===== config.mk =====
export PLATFORM = sky130hd
export DESIGN_NAME = rotor_load_ctrl
export DESIGN_NICKNAME = d
export VERILOG_FILES = /design/src/rtl/rotor_load_ctrl.sv
export SDC_FILE = /design/constraint.sdc
export NUM_CORES = 1
export LEC_CHECK = 0
export ABC_AREA = 0
export CORE_UTILIZATION = 49
export DETAILED_ROUTE_END_ITERATION = 8
export PLACE_DENSITY = 0.76
export REMOVE_ABC_BUFFERS = 1
export SLEW_MARGIN = 5
export SYNTH_ARGS = -nofsm -noshare
export SYNTH_HDL_FRONTEND = slang
export SYNTH_SLANG_ARGS = --single-unit

===== constraint.sdc =====
create_clock -name clk -period 1.95 [get_ports clk]
set_clock_uncertainty 0.2 [all_clocks]
set_input_delay 0.195 -clock clk [delete_from_list [all_inputs] [get_ports clk]]
set_output_delay 0.195 -clock clk [all_outputs]
set_load 0.02 [all_outputs]

===== src/rtl/rotor_load_ctrl.sv =====
// Purpose : front-end sequencer for the rotor datapath. It streams DEPTH codes into each of
//           NUM_TABLES rotor tables in turn, then forwards plaintext and issues rotor-step pulses.
// Latency : 1 cycle from accept to the load / crypt_valid pulse, at one accept per cycle with no bubbles.
// Backpressure: in_ready is combinational and drops on stall, reload or rst. Pulses that are
//           already registered still appear on the next cycle.
//
// Ports:
//   clk, rst           clock and synchronous active-high reset (rst has priority)
//   in_valid/in_code   input stream: table entries while loading, plaintext in RUN
//   in_ready           in_code is taken this cycle when in_valid is also high
//   stall              downstream back-pressure, gates acceptance only
//   reload             one-cycle request to restart loading from table A
//   table_idx          table the current load pulse belongs to; 2'b11 once in RUN
//   load               one-cycle pulse per accepted table entry
//   code_out           code accompanying load or crypt_valid
//   crypt_valid        one-cycle pulse per accepted RUN character
//   rotA_shift         rotor A steps after this character
//   rotB_shift         rotor B steps after this character (every DEPTH-th character)
//   loaded             high while in RUN
module rotor_load_ctrl #(
    parameter int DEPTH      = 64,
    parameter int NUM_TABLES = 3
) (
    input  logic       clk,
    input  logic       rst,
    input  logic       in_valid,
    input  logic [5:0] in_code,
    output logic       in_ready,
    input  logic       stall,
    input  logic       reload,
    output logic [1:0] table_idx,
    output logic       load,
    output logic [5:0] code_out,
    output logic       crypt_valid,
    output logic       rotA_shift,
    output logic       rotB_shift,
    output logic       loaded
);

    localparam int         CW       = (DEPTH > 1) ? $clog2(DEPTH) : 1;
    localparam logic [CW-1:0] LAST_ENT = CW'(DEPTH - 1);
    localparam logic [1:0]    LAST_TBL = 2'(NUM_TABLES - 1);

    typedef enum logic {
        S_LOAD = 1'b0,
        S_RUN  = 1'b1
    } state_t;

    state_t        state;
    logic [1:0]    tbl_cnt;
    logic [CW-1:0] ent_cnt;
    logic [CW-1:0] step_cnt;
    logic          accept;

    assign in_ready = !stall && !reload && !rst;
    assign accept   = in_valid && in_ready;

    always_ff @(posedge clk) begin
        if (rst) begin
            state       <= S_LOAD;
            tbl_cnt     <= '0;
            ent_cnt     <= '0;
            step_cnt    <= '0;
            table_idx   <= 2'b00;
            load        <= 1'b0;
            code_out    <= '0;
            crypt_valid <= 1'b0;
            rotA_shift  <= 1'b0;
            rotB_shift  <= 1'b0;
            loaded      <= 1'b0;
        end else if (reload) begin
            // code_out is left holding; only the pulses and the progress are cleared
            state       <= S_LOAD;
            tbl_cnt     <= '0;
            ent_cnt     <= '0;
            step_cnt    <= '0;
            table_idx   <= 2'b00;
            load        <= 1'b0;
            crypt_valid <= 1'b0;
            rotA_shift  <= 1'b0;
            rotB_shift  <= 1'b0;
            loaded      <= 1'b0;
        end else begin
            load        <= 1'b0;
            crypt_valid <= 1'b0;
            rotA_shift  <= 1'b0;
            rotB_shift  <= 1'b0;
            case (state)
                S_LOAD: begin
                    if (accept) begin
                        // table_idx is taken from the table counter of this entry, so the
                        // switch to the next table happens on that table's first pulse,
                        // and never on an idle cycle
                        load      <= 1'b1;
                        table_idx <= tbl_cnt;
                        code_out  <= in_code;
                        if (ent_cnt == LAST_ENT) begin
                            ent_cnt <= '0;
                            tbl_cnt <= tbl_cnt + 2'd1;
                            if (tbl_cnt == LAST_TBL) begin
                                state <= S_RUN;
                            end
                        end else begin
                            ent_cnt <= ent_cnt + 1'b1;
                        end
                    end
                end
                S_RUN: begin
                    // First RUN cycle follows the final load pulse, even without an accept
                    table_idx <= 2'b11;
                    loaded    <= 1'b1;
                    if (accept) begin
                        crypt_valid <= 1'b1;
                        code_out    <= in_code;
                        rotA_shift  <= 1'b1;
                        rotB_shift  <= (step_cnt == LAST_ENT);
                        step_cnt    <= (step_cnt == LAST_ENT) ? '0 : step_cnt + 1'b1;
                    end
                end
                default: state <= S_LOAD;
            endcase
        end
    end

endmodule


Word level (Yosys, flattened, before mapping). Index checks and enable logic that the tools add are counted.

Add/sub/neg operators: 3. Equality and inequality tests: 4. Muxes and demuxes: 10. Bitwise operators: 3. Reductions and logical operators: 14.

Operators with widths (number): $mux W6 (3); $add A6 B1 Y6 const B (2); $eq A6 B6 Y1 const B (2); $reduce_and A2 Y1 (3); $reduce_or A3 Y1 (2); $mux W1 (5); $pmux W2 S2 (1); $reduce_or A4 Y1 (1); $logic_and A1 B1 Y1 (3); $logic_not A1 Y1 (3); $not A1 Y1 (3); $reduce_and A3 Y1 (1); $add A2 B1 Y2 const B (1); $eq A2 B2 Y1 const B (1); $mux W2 (1); $ne A2 B2 Y1 const B (1); $reduce_or A2 Y1 (1).

Flip-flop bits (word level): 27. Bits of input ports: 11.

Longest topological paths before layout. Gate-level depths: netlist (run 1).

Word-level depth: 6. Gate-level depth with buffers: 5.

Least setup slack after synthesis (run 1). Ideal clock, no wire load.

Path type: input port to flip-flop. Start point: in reload. End point: reg step_cnt[3]. Arrival time: 1.375 ns. Required time: 1.680 ns. Slack: 0.304 ns. Stages on the path: 3. Path buffers: 0. Path through: or4b_4 -> or4_1 -> a21oi_1.

Cells in the longest elaborated chain, start to end: 5. Elaborated cells on any way between the ends: 6. Classes of those cells: 6 x reduce/logical.

RTL lines: from (decl) (RTL line 30) `input logic reload,`; $logic_not A1 Y1 (RTL line 55) `assign in_ready = !stall && !reload && !rst;`; $logic_and A1 B1 Y1 (2 in a row) (RTL line 55); $logic_and A1 B1 Y1 (RTL line 56) `assign accept = in_valid && in_ready;`; $reduce_and A2 Y1 (no line); to (signal assigned) (RTL line 117) `step_cnt <= (step_cnt == LAST_ENT) ? '0 : step_cnt + 1'b1;`; to (decl) (RTL line 52) `logic [CW-1:0] step_cnt;`.

Several ways; a longest one is shown, not always the timed one. A chain may end at the register's enable or synchronous reset.

Worst setup path after layout (run 1). Same ends and word-level chain as after synthesis.

==> impl_metrics.yaml, run 1 <==
route:
  dr_wl_met3_um: 145
  drc: 0
  dr_wl_met2_um: 1360
  wl_met1_um: 1320
  via_per_inst: 5.75
  postRouteWirelength_um: 2840
  highest_layer: "met4"
  first_pass_iters: 5
  vias: 1149
  wl_per_cell_um: 14.2
  drtAntennaViolNets: 0
  drt_iter0_drc: 47
global_route:
  gr-total-overflow: 0
  track_usage_pct: 23.8
  grt_max_degree: 15
  grt_pass1_wl_um: 4770
  antenna_found_initial: 0
  grt_pass1_vias: 1087
layout:
  finalCoreUtilization_pct: 69.9
  layout-drive-gt1-share_pct: 12.2
  final_area_sq_um: 1560
  syn2layout_area_growth_pct: 33.0
  final_nets: 187
  antenna_cells: 0
timing:
  period_minus_slack_ps: 1870
  slew_viol_final: 0
  slew_headroom_pct: 65.5
  worstMarginPinSlew_ps: 517
  max_clock_freq_mhz: 535
  finalHoldViolCount: 0
  finalCritPeriodShare_pct: 95.9
  setup-tns-final_ps: 0
  finalSetupViolCount: 0
  rsz0062_at_grt: "false"
clocking:
  htreeDepth: 1
  hold_buffers: 0
  root_buffer: "clkbuf_4"
  cts_buffers: 3
  cts_tree: "built"
  worstSkewPairLatency_ps: 320
  clkSlewWorstSetupHoldPaths_ps: 140
  cts_buffer_depth: 2
  cts.sinks: 27
setup_path:
  start_kind: "input port"
  path_max_fanout: 5
  worstSetupEndpointType: "flop"
  cp_slowest_cell: "or4b_4"
  cpPeakStageDelay_ps: 570
  path_class: "in2reg"
  cp.arrival_ps: 1930
  required_ps: 2010
  cp_cell_sequence: "clkdlybuf4s50_1 -> or4b_4 -> or4_1 -> a21oi_1"
power:
  p_per_area_nw_per_um2: 560
  finalPower_mw: 0.875
  ir_worst_vdd_mv: 0.391
  power.leakage_nw: 0.543
yosys:
  yosysTopAreaCell: "dfxtp_1"
  async_flop_share_pct: 0
  ys_dominant_reg_cell: "dfxtp_1"
  synth_common_cells: "31 x nand2_1, 27 x dfxtp_1, 13 x a21oi_1"
  synth_cells: 137
  synth_seq_cells: 27
  synth_seq_area_share_pct: 46.1
  synth_top_area_share_pct: 46.1
  ys_warn_count: 0
  ys_types: 30
  synth.area.top_cells: "dfxtp_1 46%, nand2_1 9.9%, a21oi_1 5.5%, mux2i_1 4.3%, ha_1 3.2%"
  syn_area_sq_um: 1170
  synth_most_common_cell: "nand2_1"
  synth_edf_count: 0
  avgSynthCellArea_sq_um: 8.57
floorplan:
  row_count: 17
  die_w_um: 50.9
  ios: 25
  die_h_um: 50.9
  start_util_pct: 52.5
  core_area_sq_um: 2230
  dieArea_sq_um: 2590
run:
  drv_cap: 0
outcome:
  outcome: "finished clean"
placement:
  place_area_sq_um: 1510
  io_buffers: 24
  post-dp-hpwl_um: 2040
  gp_congestion: 0.758
hold_path:
  hold_path.class: "in2reg"
## routing by layer
layer	global-route usage [%]	vias to the layer above
li1	-	573
met1	32.2	536
met2	39.9	38
met3	2.68	2
met4	6.48	0
met5	0	-
## through the flow
step | setup slack (ps) | hold WS, ps | cells
4_1_cts | 23.4 | 201 | 199
3_3_place_gp | -226 | 239 | 195
6_report | 79.5 | 130 | 200
5_1_grt | 15.1 | 133 | 200
2_1_floorplan | 207 | 64.1 | 130
3_5_place_dp | -319 | 245 | 195
## worst paths after layout
| path | start | endpoint | slack [ps] | cells after the start |
|---|---|---|---|---|
| hold / removal | rst | code_out[1] | 130 | 3 |
| setup reg to reg | state | ent_cnt[2] | 210 | 3 |
| hold reg to reg | code_out[1] | code_out[1] | 260 | 2 |
| setup / recovery | reload | step_cnt[3] | 80 | 4 |
## sequential cells by signal (all words and copies together) (netlist names)
register,count
rotB_shift,1
step_cnt,6
loaded,1
state,1
tbl_cnt,2
ent_cnt,6
table_idx,2
load,1
code_out,6
rotA_shift,1
## what timing repair did
| action | in CTS | in global routing |
|---|---|---|
| buffers inserted | 0 | 0 |
| gates resized for setup | 1 | 5 |
| setup endpoints to repair | 1 | 2 |
| cloned | 0 | 1 |
| pin swaps | 0 | 1 |
## report_power, final
| group | leakage, nW | total, mW | internal (mW) | switching (mW) |
|---|---|---|---|---|
| sequential | 0.218 | 0.558 | 0.556 | 0.00260 |
| clock | 0.0150 | 0.238 | 0.0800 | 0.158 |
| combinational | 0.310 | 0.0787 | 0.0422 | 0.0365 |
## cell families after synthesis
family          count (synthesis)  synth area share (%)
fa+ha+maj                       3                  3.20
compound gates                 31                  15.7
mux                             5                  4.26
simple gates                   62                  26.9
flops                          27                  46.1
buf+inv                         9                  3.94
## layout by cell type, fill, tap and decap left out, types with 3 or more instances in the layout
cell and count:
clkdlybuf4s50_1 21, or3_1 4, a21oi_1 13, buf_4 13
o211ai_1 3, a31oi_1 4, nand3_1 7, nor2_1 7
o22ai_1 3, mux2i_1 5, ha_1 3, o21ai_0 4
and3_1 3, or4_1 3, clkbuf_4 3, dfxtp_1 27
nand2_1 31
## layout make-up
class	instances	area, sq um
Multi-Input combinational cell	102	609
Timing Repair Buffer	37	343
Inverter	2	7.51
Clock buffer	4	26.3
Fill cell	187	672
Tap cell	28	35.0
Sequential cell	27	541
## critical path: cells and delay by family
kind | cells | cell delay [ps]
AO/OA/AOI/OAI | 1 | 150
buffers and inverters | 1 | 490
AND/OR/NAND/NOR | 2 | 1090
(Power assumes the default switching activity.)
==> run 2, diff against run 1 <==
- CORE_UTILIZATION: 49 -> 52
- CTS_BUF_LIST: unset -> sky130_fd_sc_hd__clkbuf_8
- PLACE_DENSITY: 0.76 -> 0.8
==> impl_metrics.yaml, run 2 (synthesized netlist as in run 1, its figures left out) <==
outcome:
  outcome: "finished clean"
hold_path:
  hold_path.class: "in2reg"
power:
  power.leakage_nw: 0.581
  ir_worst_vdd_mv: 0.589
  finalPower_mw: 0.951
  p_per_area_nw_per_um2: 602
timing:
  setup-tns-final_ps: 0
  finalHoldViolCount: 0
  finalSetupViolCount: 0
  max_clock_freq_mhz: 597
  rsz0062_at_grt: "false"
  slew_headroom_pct: 74.1
  worstMarginPinSlew_ps: 385
  period_minus_slack_ps: 1670
  slew_viol_final: 0
  finalCritPeriodShare_pct: 85.9
floorplan:
  dieArea_sq_um: 2450
  ios: 25
  core_area_sq_um: 2040
  die_h_um: 49.5
  die_w_um: 49.5
  start_util_pct: 57.5
  row_count: 16
route:
  via_per_inst: 5.82
  drtAntennaViolNets: 0
  drt_iter0_drc: 28
  postRouteWirelength_um: 2940
  drc: 0
  wl_met1_um: 1310
  dr_wl_met2_um: 1450
  first_pass_iters: 4
  wl_per_cell_um: 14.7
  highest_layer: "met4"
  vias: 1163
  dr_wl_met3_um: 128
placement:
  post-dp-hpwl_um: 2050
  io_buffers: 24
  gp_congestion: 0.777
layout:
  multi_input_area_sq_um: 601
  final-seq-area_sq_um: 541
  syn2layout_area_growth_pct: 34.8
  final_nets: 188
  antenna_cells: 0
  layout-drive-gt1-share_pct: 12.7
  layout_common_cells: "31 x nand2_1, 27 x dfxtp_1, 19 x clkdlybuf4s50_1, 14 x buf_4, 13 x a21oi_1"
  layout_commonest_cell: "nand2_1"
  fillers: 152
  top_regs: "code_out x6, ent_cnt x6, step_cnt x6"
global_route:
  gr-total-overflow: 0
  grt_pass1_wl_um: 4570
  track_usage_pct: 24.3
  grt_pass1_vias: 1083
  antenna_found_initial: 0
  grt_max_degree: 15
setup_path:
  path_max_fanout: 6
  required_ps: 1960
  worstSetupEndpointType: "flop"
  path_class: "reg2reg"
  cp.arrival_ps: 1680
  start_kind: "flop"
clocking:
  root_buffer: "clkbuf_8"
  clkSlewWorstSetupHoldPaths_ps: 90
  cts.sinks: 27
  worstSkewPairLatency_ps: 270
  cts_buffers: 3
  postCtsSetupBuffers: 0
  htreeDepth: 1
  cts_buffer_depth: 2
  cts_tree: "built"
run:
  drv_cap: 0
## run 2: area by class of cell
type,instances,share of cell area (%)
multi-input combinational,102,38.0
sequential,27,34.2
timing repair buffer,38,22.4
clock buffer,3,2.61
tap,27,2.14
inverter,2,0.475
clock inverter,1,0.237
## run 2: layer usage
metal / global-route usage, % / vias up
met5: 0 / -
met4: 11.0 / 0
met3: 3.40 / 5
met2: 44.3 / 37
met1: 28.0 / 551
li1: - / 570
## run 2: power by group
group	internal (mW)	switching, mW
clock	0.141	0.175
sequential	0.555	0.00260
combinational	0.0414	0.0362
total	0.738	0.214
## run 2: worst max-delay path, cell delays in order (launching register included)
cell     delay [ps]
dfxtp_1         420
ha_1            250
nand2_1         130
nor4_2          380
mux2i_1         240
## run 2: path summary, 6_finish.rpt
kind               startpoint          end  slack (ps)  depth (start not counted)
setup reg to reg   ent_cnt[0]   tbl_cnt[0]         280                          4
setup / recovery   ent_cnt[0]   tbl_cnt[0]         280                          4
hold reg to reg   code_out[0]  code_out[0]         260                          2
hold / removal            rst  code_out[0]         160                          3
## run 2: through the flow
step | worst slack (ps) | hold WS [ps] | utilization (%) | instance area, sq um | cells
3_3_place_gp | -254 | 242 | 74.1 | 1510 | 195
6_report | 275 | 163 | 77.5 | 1580 | 200
5_1_grt | 162 | 182 | 77.5 | 1580 | 200
2_1_floorplan | 207 | 64.1 | - | 1130 | 130
4_1_cts | 12.2 | 266 | 76.3 | 1560 | 199
3_5_place_dp | -316 | 252 | 74.1 | 1510 | 195
## run 2: what timing repair did
action	in CTS	in global routing
hold buffers	0	0
cloned	0	1
setup endpoints to repair	4	6
gates resized for setup	1	5
pin swaps	1	2
==> run 3, diff against run 2 <==
--- a/constraint.sdc
+++ b/constraint.sdc
@@ -3,3 +3,3 @@
 set_input_delay 0.195 -clock clk [delete_from_list [all_inputs] [get_ports clk]]
 set_output_delay 0.195 -clock clk [all_outputs]
-set_load 0.02 [all_outputs]
+set_load 0.1 [all_outputs]
==> impl_metrics.yaml, run 3 (synthesized netlist as in run 1, its figures left out) <==
outcome:
  outcome: "finished clean"
layout:
  antenna_cells: 0
  layout-drive-gt1-share_pct: 21.1
  layout_common_cells: "31 x nand2_1, 27 x dfxtp_1, 26 x buf_4, 12 x a21oi_1, 10 x clkdlybuf4s50_1"
  final_nets: 186
  syn2layout_area_growth_pct: 30.8
  finalCoreUtilization_pct: 75.2
  stdcell_count: 198
  fillers: 161
  top_regs: "code_out x6, ent_cnt x6, step_cnt x6"
  layout_commonest_cell: "nand2_1"
setup_path:
  path_max_fanout: 10
  required_ps: 1950
  path_class: "in2reg"
  path_buf_inv: 1
  worstSetupEndpointType: "flop"
  cp_cell_sequence: "clkdlybuf4s50_1 -> or4b_4 -> or4_1 -> a31oi_1"
  r2r_slack_ps: 260
  cpPeakStageDelay_ps: 620
  cp.arrival_ps: 1940
  start_kind: "input port"
  cp_slowest_cell: "or4b_4"
  critPathTopFamily: "simple AND/OR/NAND/NOR gates"
global_route:
  grt_pass1_wl_um: 4440
  gr-total-overflow: 0
  grt_max_degree: 15
  track_usage_pct: 23.7
  antenna_found_initial: 0
  grt_pass1_vias: 1081
clocking:
  root_buffer: "clkbuf_8"
  cts_buffer_depth: 2
  postCtsSetupBuffers: 0
  cts.sinks: 27
  hold_buffers: 0
  worstSkewPairLatency_ps: 270
  cts_tree: "built"
  clkSlewWorstSetupHoldPaths_ps: 90
  cts_buffers: 3
  htreeDepth: 1
floorplan:
  die_w_um: 49.5
  die_h_um: 49.5
  row_count: 16
  core_area_sq_um: 2040
  start_util_pct: 57.5
  dieArea_sq_um: 2450
  ios: 25
timing:
  rsz0062_at_grt: "true"
  finalHoldViolCount: 0
  max_clock_freq_mhz: 515
  timing.hold.ws_ps: 258
  slew_headroom_pct: 68.2
  slew_viol_final: 0
  period_minus_slack_ps: 1940
  finalSetupViolCount: 0
  setup-tns-final_ps: 0
  worstMarginPinSlew_ps: 476
  finalCritPeriodShare_pct: 99.5
route:
  wl_per_cell_um: 13.5
  vias: 1124
  first_pass_iters: 4
  postRouteWirelength_um: 2670
  drtAntennaViolNets: 0
  drc: 0
  via_per_inst: 5.68
  drt_iter0_drc: 12
placement:
  gp_congestion: 0.792
  post-dp-hpwl_um: 1900
  io_buffers: 24
  placed_cells: 194
power:
  ir_worst_vdd_mv: 0.543
  p_per_area_nw_per_um2: 629
  power.leakage_nw: 0.563
run:
  drv_cap: 0
hold_path:
  hold_path.class: "reg2reg"
==> run 3: timing repair <==
action                     in CTS  in global routing
gates cloned                    0                  0
pin swaps                       1                  1
setup endpoints to repair       1                  4
gates resized for setup         0                  2
==> run 3: metrics by stage <==
step           setup WS (ps)  power, mW  instance area, sq um
2_1_floorplan           -283      0.616                  1130
3_3_place_gp            -195      0.667                  1480
3_5_place_dp            -292      0.669                  1480
4_1_cts                 13.7      0.971                  1530
5_1_grt                -31.9      0.992                  1540
6_report                9.22      0.965                  1540
==> run 3: worst reg2reg max path: cells and delay by family (launching register included) <==
kind	cells	cell delay (ps)
muxes	1	120
buffers and inverters	1	370
and+or+nand+nor	1	260
DFF	1	620
==> run 3: per-layer routing <==
metal  GRT usage, %  vias to the layer above  share of wire, %
met4           14.3                        0               2.8
met2           42.9                       45                51
met1           25.4                      508                40
li1               -                      561                 -
met5              0                        -                 0
met3           4.32                       10               5.5
==> run 3: final timing paths <==
check               from           to  cells past startpoint
min          code_out[4]  code_out[4]                      2
min reg2reg  code_out[4]  code_out[4]                      2
max               reload   ent_cnt[3]                      4
max reg2reg        state   ent_cnt[2]                      3
==> run 3: power by group <==
| part | leakage, nW | internal (mW) | total [mW] | switching, mW |
|---|---|---|---|---|
| Combinational | 0.319 | 0.0415 | 0.0992 | 0.0577 |
| Clock | 0.0269 | 0.141 | 0.308 | 0.167 |
| Sequential | 0.218 | 0.555 | 0.557 | 0.00271 |
| Total | 0.563 | 0.737 | 0.965 | 0.228 |
==> run 3: area by class of cell <==
cell class / instances / area (sq um) / area share [%]
sequential: 27 / 541 / 35.2
tap: 27 / 33.8 / 2.20
clock inverter: 1 / 3.75 / 0.244
inverter: 2 / 7.51 / 0.489
multi-input combinational: 101 / 593 / 38.6
clock buffer: 3 / 41.3 / 2.69
timing repair buffer: 37 / 315 / 20.5
